## src/rtl/instr_fetch_unit.sv

```systemverilog
// instr_fetch_unit
//   Instruction fetch front end. Issues one request at a time to instruction
//   memory and queues the returned words with their addresses in a small FIFO
//   for decode. A redirect flushes the FIFO and restarts fetch at a new address.
//
// Ports
//   clk, reset             clock, asynchronous active-high reset
//   IMemReq / IMemAddr     fetch request and its address (always FetchPC)
//   IMemReady              memory accepts the request this cycle
//   IMemValid / IMemRD     response valid and instruction word
//   Instr / InstrPC        FIFO head instruction and its address (NOP / 0 when empty)
//   InstrValid             FIFO non-empty
//   InstrReady             decode consumes the head this cycle
//   Redirect / RedirectPC  flush and restart fetch at RedirectPC (word aligned)
//
// state | meaning
// ------+-----------------------------------------------------------------
// IDLE  | just out of reset, no request; moves to FETCH on the next edge
// FETCH | may request when a FIFO slot is free; waits for IMemReady
// WAIT  | one request outstanding; its response is pushed into the FIFO
// DRAIN | one request outstanding after a redirect; its response is dropped

module instr_fetch_unit #(
  parameter logic [31:0] RESET_PC = 32'h0000_0000,
  parameter int          DEPTH    = 2
) (
  input  logic        clk,
  input  logic        reset,
  output logic        IMemReq,
  output logic [31:0] IMemAddr,
  input  logic        IMemReady,
  input  logic        IMemValid,
  input  logic [31:0] IMemRD,
  output logic [31:0] Instr,
  output logic [31:0] InstrPC,
  output logic        InstrValid,
  input  logic        InstrReady,
  input  logic        Redirect,
  input  logic [31:0] RedirectPC
);

  localparam int          PW         = $clog2(DEPTH);
  localparam int          CW         = PW + 1;
  localparam logic [CW-1:0] DEPTH_C  = CW'(DEPTH);
  localparam logic [31:0] RESET_PC_A = {RESET_PC[31:2], 2'b00};
  localparam logic [31:0] NOP        = 32'h0000_0013;

  typedef enum logic [1:0] {IDLE, FETCH, WAIT, DRAIN} state_t;

  state_t        state, state_nxt;
  logic [31:0]   fetch_pc;
  logic [31:0]   req_pc;
  logic [31:0]   redirect_pc_a;
  logic [31:0]   buf_instr [DEPTH];
  logic [31:0]   buf_pc    [DEPTH];
  logic [PW-1:0] rd_ptr, wr_ptr;
  logic [CW-1:0] count;
  logic          outstanding;
  logic          accept;
  logic          push;
  logic          pop;

  assign redirect_pc_a = RedirectPC & 32'hFFFF_FFFC;

  always_comb begin
    state_nxt   = state;
    outstanding = (state == WAIT);
    // A slot is reserved for the outstanding response, so a push can never
    // find the FIFO full.
    IMemReq     = (state == FETCH) && ((count + CW'(outstanding)) < DEPTH_C);
    accept      = IMemReq && IMemReady;
    push        = (state == WAIT) && IMemValid && !Redirect;
    pop         = InstrValid && InstrReady && !Redirect;

    case (state)
      IDLE:  state_nxt = FETCH;
      FETCH: begin
        if (accept) state_nxt = Redirect ? DRAIN : WAIT;
      end
      WAIT: begin
        if (IMemValid)     state_nxt = FETCH;
        else if (Redirect) state_nxt = DRAIN;
      end
      DRAIN: begin
        // The response that arrives here is the one still owed to us, so it
        // retires the outstanding request even if a new redirect lands now.
        if (IMemValid) state_nxt = FETCH;
      end
      default: state_nxt = IDLE;
    endcase
  end

  always_ff @(posedge clk or posedge reset) begin
    if (reset) state <= IDLE;
    else       state <= state_nxt;
  end

  always_ff @(posedge clk or posedge reset) begin
    if (reset) begin
      fetch_pc <= RESET_PC_A;
      req_pc   <= RESET_PC_A;
    end else begin
      if (accept) req_pc <= fetch_pc;
      if (Redirect)    fetch_pc <= redirect_pc_a;
      else if (accept) fetch_pc <= fetch_pc + 32'd4;
    end
  end

  always_ff @(posedge clk or posedge reset) begin
    if (reset) begin
      rd_ptr <= '0;
      wr_ptr <= '0;
      count  <= '0;
    end else if (Redirect) begin
      rd_ptr <= '0;
      wr_ptr <= '0;
      count  <= '0;
    end else begin
      if (push) wr_ptr <= wr_ptr + PW'(1);
      if (pop)  rd_ptr <= rd_ptr + PW'(1);
      if (push && !pop)      count <= count + CW'(1);
      else if (pop && !push) count <= count - CW'(1);
    end
  end

  // Payload storage needs no reset; count gates visibility.
  always_ff @(posedge clk) begin
    if (push) begin
      buf_instr[wr_ptr] <= IMemRD;
      buf_pc[wr_ptr]    <= req_pc;
    end
  end

  assign IMemAddr   = fetch_pc;
  assign InstrValid = (count != '0);
  assign Instr      = InstrValid ? buf_instr[rd_ptr] : NOP;
  assign InstrPC    = InstrValid ? buf_pc[rd_ptr]    : 32'h0000_0000;

endmodule

```

## config.mk

```make
export PLATFORM = sky130hd
export DESIGN_NAME = instr_fetch_unit
export DESIGN_NICKNAME = d
export VERILOG_FILES = /design/src/rtl/instr_fetch_unit.sv
export SDC_FILE = /design/constraint.sdc
export NUM_CORES = 1
export LEC_CHECK = 0
export CORE_UTILIZATION = 38
export CTS_CLUSTER_DIAMETER = 30
export DETAILED_ROUTE_END_ITERATION = 12
export SKIP_LAST_GASP = 1
export SLEW_MARGIN = 10
export SYNTH_ARGS = -nofsm -noshare
export SYNTH_HDL_FRONTEND = slang
export SYNTH_SLANG_ARGS = --single-unit
```

## constraint.sdc

```tcl
create_clock -name clk -period 12.6 [get_ports clk]
set_clock_uncertainty 0.15 [all_clocks]
set_input_delay 2.52 -clock clk [delete_from_list [all_inputs] [get_ports clk]]
set_output_delay 2.52 -clock clk [all_outputs]
set_load 0.05 [all_outputs]
```

==> results of run 1 <==
## flip-flops by register name (all words and copies together) (netlist names)
signal / cells
buf_instr: 64
buf_pc: 60
IMemAddr: 30
req_pc: 30
count: 2
state: 2
rd_ptr: 1
wr_ptr: 1
## metal layers
metal	global-route usage [%]	up-vias	wire length, um
li1	-	2536	-
met1	22.8	2619	8130
met2	28.2	186	8610
met3	4.26	21	1100
met4	4.74	2	214
met5	0	-	11
## power by group
| group | switching [mW] | internal (mW) | total (mW) |
|---|---|---|---|
| clock network | 0.245 | 0.300 | 0.545 |
| registers | 0.0693 | 0.771 | 0.840 |
| logic | 0.199 | 0.149 | 0.348 |
## placed cells by master (no fill, tap or decap), types with 3 or more instances in the layout
cell type and instances:
a31oi_1 20, and2_1 4, and3_1 5, and4_1 5, buf_4 11, clkbuf_16 17
clkdlybuf4s50_1 161, clkinv_4 3, conb_1 4, dfrtp_1 65, edfxtp_1 124, ha_1 4
inv_1 6, inv_6 4, inv_8 3, mux2_2 28, mux2i_1 65, nand2_1 30
nand3_1 6, nand4_1 9, nor2_1 85, nor2b_1 3, nor3_1 3, o2111ai_1 4
o211ai_1 4, o21ai_0 16, o31ai_1 9, o41ai_1 4, or3_1 8, or4_1 12
xor2_1 7
## logic make-up after synthesis
kind of cell	share of synthesized area [%]
buffers and inverters	2.44
AOI/OAI and AO/OA	6.01
other	0.0465
muxes	12.0
DFF	66.7
and+or+nand+nor	11.2
adders and majority gates	0.621
xor gates and xnor gates	0.978
## how the worst max path moves through the flow
stage / from / endpoint / slack, ns
after floorplan: Redirect / buf_instr[1][0] / 4.41
final: count[1] / Instr[1] / 6.94
after detailed placement: count[1] / Instr[1] / 7.31
after global routing: count[0] / Instr[1] / 6.72
after global placement: count[1] / Instr[1] / 7.38
after CTS: count[1] / Instr[1] / 6.85
## through the flow
| stage | utilization [%] | hold slack (ns) |
|---|---|---|
| after detailed placement | 48.6 | 0.306 |
| after global routing | 51.5 | 0.334 |
| after global placement | 48.6 | 0.295 |
| after CTS | 51.5 | 0.320 |
| final | 51.5 | 0.321 |
| after floorplan | - | 0.287 |
## final cells by class
cell class / instances / area share [%]
Clock inverter: 15 / 1.66
Timing Repair Buffer: 172 / 16.0
Inverter: 8 / 0.284
Clock buffer: 17 / 4.03
Multi-Input combinational cell: 363 / 23.9
Tap cell: 270 / 3.20
Sequential cell: 190 / 50.9
==> results.json, run 1 <==
{
  "run_status": "finished clean",
  "synth-seq-cells": 190,
  "clk_pin_slew_ns": 0.07,
  "hold_violations": 0,
  "port-buffer-count": 161,
  "wirelength_um": 18100,
  "hpwlAfterDp_um": 11800,
  "cts_tree": "done",
  "end_kind": "output pin",
  "ys_async_sr_fraction_pct": 34.7,
  "post_drt_wl_per_cell_um": 17.5,
  "required_arrival_time_at_the_worst_endpoint_ns": 9.93,
  "drt-pass1-iter-count": 4,
  "die_width_um": 148,
  "buffer_count_from_post_cts_setup_fixing": 0,
  "viasPerCell": 5.18,
  "synth.largest_area_cell": "edfxtp_1",
  "place_inst": 1003,
  "seq_area_mm2": 0.00538,
  "post_cts_resize_count": 0,
  "power_per_cell_area_mw_per_mm2": 164,
  "synth_most_common_cell": "edfxtp_1",
  "initial_drc_count": 378,
  "cts-root-to-sink-buffers": 2,
  "yosys_most_used_dff": "edfxtp_1",
  "fillerInstances": 1776,
  "ir_drop_uv": 97.8,
  "final_number_of_max_transition_violations": 0,
  "worstSkewPairLatency_ns": 0.43,
  "initial_antenna_violation_count": 1,
  "hold_depth": 0,
  "maximum_number_of_pins_on_one_net_before_global_route_repair": 67,
  "multiInputGateArea_mm2": 0.00252,
  "hold_buffers": 0,
  "yosys.cell_types.count": 51,
  "initial_core_util_pct": 39.3,
  "ioPinCount": 168,
  "timing.rr.start": "state[0]",
  "timing.final.crit_period_ns": 5.66,
  "antenna_left": 0,
  "worst_pin_slew_ns": 1.15,
  "die_area_mm2": 0.0218,
  "synth_warnings": 0,
  "synth_common_cells": "edfxtp_1, nor2_1, dfrtp_1",
  "clk_root_buffer_cell": "clkbuf_16",
  "layout_setup_ws_ns": 6.94,
  "gr-usage-all-layers_pct": 17.2,
  "grt_pass1_vias": 5510,
  "synth.top_cells.by_area": "edfxtp_1, dfrtp_1, mux2i_1",
  "syn-instance-count": 595,
  "synth_top_area_share_pct": 46.2,
  "count_of_standard_cell_rows": 52,
  "vertical_extent_of_the_die_um": 148,
  "coreArea_mm2": 0.0205,
  "seq_area_frac_synth_pct": 66.7,
  "finalWeightedCongestion": 0.800,
  "layout.cells.non_filler": 1035,
  "crit_path_cell_trace": "nor2_4 -> buf_4 -> inv_1 -> nand2_1 -> clkdlybuf4s50_1",
  "finish.net_count": 826,
  "type_of_the_setup_path_with_the_least_slack": "reg -> out",
  "report.power.total_mw": 1.73,
  "cts_inserted_buffers": 17,
  "final_standard_cell_area_without_fillers_mm2": 0.0106,
  "achievable-frequency_mhz": 177,
  "placed_cell_area_mm2": 0.00996,
  "clock_tree.htree_level_count": 4,
  "timing.critical_path.max_delay_family": "buffers and inverters",
  "holdCritPathClass": "reg -> reg",
  "antenna_cells": 0,
  "grt_pass1_wl_um": 29200,
  "timing.critical_path.fanout_max": 43,
  "dr_total_vias": 5364,
  "synth.cell_area_mm2": 0.00806,
  "drive_above_1_share_pct": 10.8,
  "period_share_pct": 44.9,
  "cts_num_sinks": 190,
  "critical-path-max-stage-delay_ns": 0.80,
  "path_buf_inv": 3,
  "synthesis.area_per_instance_um2": 13.5,
  "drv_cap": 0,
  "path_depth": 5,
  "worst-r2r-setup-slack_ns": 9.95,
  "remaining_overflow_grt": 0,
  "number_of_synthesized_flops_with_an_enable_pin": 124,
  "area_delta_synth_final_pct": 31.1,
  "total_negative_slack_ns": 0,
  "pre_cts_slack_ns": 7.31,
  "worst_path_max_delay_cell": "clkdlybuf4s50_1",
  "reg2reg_to": "IMemAddr[11]",
  "min-delay-start": "req_pc[23]",
  "setup_viol": 0,
  "arrival_time_worst_endpoint_ns": 2.99,
  "relSlewSlack_pct": 23.6,
  "cellLeakagePower_nw": 3.59,
  "timing.reg2reg.worst_path_depth": 7,
  "drt_drc_violations_left": 0,
  "worst_setup_path_start_kind": "flip-flop",
  "rsz0062_at_grt": "no",
  "timing.hold.worst_endpoint": "buf_pc[0][23]"
}
(Power assumes the default switching activity.)
==> inputs of run 2 (changes only) <==
Clock period 12.6 ns to 5.9 ns, I/O delays scaled along.
==> run 2 against run 1 <==
Flip-flop and latch count unchanged. Combinational power rose by 110%. Critical endpoint is now InstrPC[17]. Die area unchanged. Cell count shrank 0.29%. Clock power is 120% higher. Register-to-register slack worse by 7.1 ns. Largest cell class unchanged. Design area increased by 0.26%. Sequential share of layout area shrank 0.13 points.
==> results.json, run 2 (same netlist as run 1, synthesis figures left out) <==
{
  "finalWeightedCongestion": 0.798,
  "initial_drc_count": 299,
  "setup_viol": 0,
  "buffer_count_from_post_cts_setup_fixing": 0,
  "remaining_overflow_grt": 0,
  "hold_violations": 0,
  "critical-path-max-stage-delay_ns": 0.74,
  "initial_core_util_pct": 39.3,
  "drt_drc_violations_left": 0,
  "hold_buffers": 0,
  "largest_register_ff_count": 64,
  "use_met3_pct": 4.60,
  "maximum_number_of_pins_on_one_net_before_global_route_repair": 64,
  "grt_util_met1_pct": 22.7,
  "power_per_cell_area_mw_per_mm2": 352,
  "clk_root_buffer_cell": "clkbuf_16",
  "cts_tree": "done",
  "finish.net_count": 823,
  "cellLeakagePower_nw": 3.60,
  "final_number_of_max_transition_violations": 0,
  "wirelength_um": 18200,
  "initial_antenna_violation_count": 0,
  "grt_pass1_wl_um": 28900,
  "clk_pin_slew_ns": 0.07,
  "relSlewSlack_pct": 20.7,
  "dr_total_vias": 5341,
  "worst_setup_path_start_kind": "flip-flop",
  "holdCritPathClass": "reg -> reg",
  "cts_inserted_buffers": 17,
  "worstSkewPairLatency_ns": 0.42,
  "mostFrequentLayoutCells": "clkdlybuf4s50_1, edfxtp_1, nor2_1",
  "reg_top3": "buf_instr (64), buf_pc (60)",
  "required_arrival_time_at_the_worst_endpoint_ns": 4.57,
  "timing.critical_path.fanout_max": 34,
  "final_core_util_pct": 51.7,
  "type_of_the_setup_path_with_the_least_slack": "reg -> out",
  "run_status": "finished clean",
  "die_area_mm2": 0.0218,
  "cts_num_sinks": 190,
  "port-buffer-count": 161,
  "coreArea_mm2": 0.0205,
  "regMostFlops": "buf_instr",
  "most_common_cell_after_layout_fill_and_taps_aside": "clkdlybuf4s50_1",
  "end_kind": "output pin",
  "viasPerCell": 5.18,
  "grt_pass1_vias": 5387,
  "gr-usage-all-layers_pct": 17.3,
  "crit_path_cell_trace": "nor2_4 -> buf_4 -> nor2_1 -> clkdlybuf4s50_1",
  "vertical_extent_of_the_die_um": 148,
  "ir_drop_uv": 211,
  "period_share_pct": 71.0,
  "hpwlAfterDp_um": 11900,
  "worst_path_max_delay_cell": "clkdlybuf4s50_1",
  "clock_tree.htree_level_count": 4,
  "arrival_time_worst_endpoint_ns": 2.86,
  "drv_cap": 0,
  "count_of_standard_cell_rows": 52,
  "gr-usage-met2_pct": 28.3,
  "post_cts_resize_count": 0,
  "antenna_cells": 0,
  "ioPinCount": 168,
  "worst_pin_slew_ns": 1.18,
  "area_delta_synth_final_pct": 31.5,
  "rsz0062_at_grt": "no",
  "gr-max-usage-layer": "met2",
  "post_drt_wl_per_cell_um": 17.7,
  "fillerInstances": 1743,
  "achievable-frequency_mhz": 239,
  "total_negative_slack_ns": 0,
  "drive_above_1_share_pct": 10.2,
  "die_width_um": 148,
  "antenna_left": 0,
  "timing.final.crit_period_ns": 4.19,
  "cts-root-to-sink-buffers": 2,
  "drt-pass1-iter-count": 4
}
## run 2: area by class of cell
| class | count | area, um^2 | share of cell area [%] |
|---|---|---|---|
| timing repair buffer | 169 | 1680 | 15.9 |
| sequential | 190 | 5380 | 50.8 |
| tap | 270 | 338 | 3.19 |
| clock inverter | 11 | 154 | 1.45 |
| multi-input combinational | 363 | 2530 | 23.9 |
| clock buffer | 21 | 472 | 4.45 |
| inverter | 8 | 30.0 | 0.284 |
## run 2: stage by stage
step	instance area [um^2]	setup slack [ns]	power, mW	instances	hold slack, ns
6_report	10600	1.71	3.73	1032	0.316
5_1_grt	10600	1.51	3.90	1032	0.328
4_1_cts	10600	1.60	3.76	1032	0.318
3_5_place_dp	9970	1.86	2.57	1000	0.303
3_3_place_gp	9970	2.00	2.53	1000	0.295
2_1_floorplan	8080	1.24	2.29	598	0.287
## run 2: routing by layer
metal,vias to the layer above,share of wire (%)
li1,2527,-
met1,2622,44
met2,181,48
met3,11,6.8
met4,0,0.92
met5,-,0
## run 2: power breakdown
group / internal [mW] / total (mW) / switching [mW]
registers: 1.65 / 1.80 / 0.148
clock network: 0.708 / 1.19 / 0.485
logic: 0.318 / 0.743 / 0.424
total: 2.67 / 3.73 / 1.06
## run 2: path summary, 6_finish.rpt
path                            from       endpoint  slack, ns  cells after the start
hold reg to reg            req_pc[2]   buf_pc[0][2]       0.32                      0
setup reg to reg            state[0]  buf_pc[0][28]       2.87                      5
hold / removal             req_pc[2]   buf_pc[0][2]       0.32                      0
setup / recovery            count[1]    InstrPC[17]       1.71                      4
max in group asynchronous      reset         rd_ptr       3.58                      3
min in group asynchronous      reset      req_pc[3]       1.03                      2
## run 2: worst max-delay path: cells and delay by family, from the launching register on
kind,cells,cell delay (ns)
AND/OR/NAND/NOR,2,0.77
flip-flops,1,0.47
buffers and inverters,2,1.17
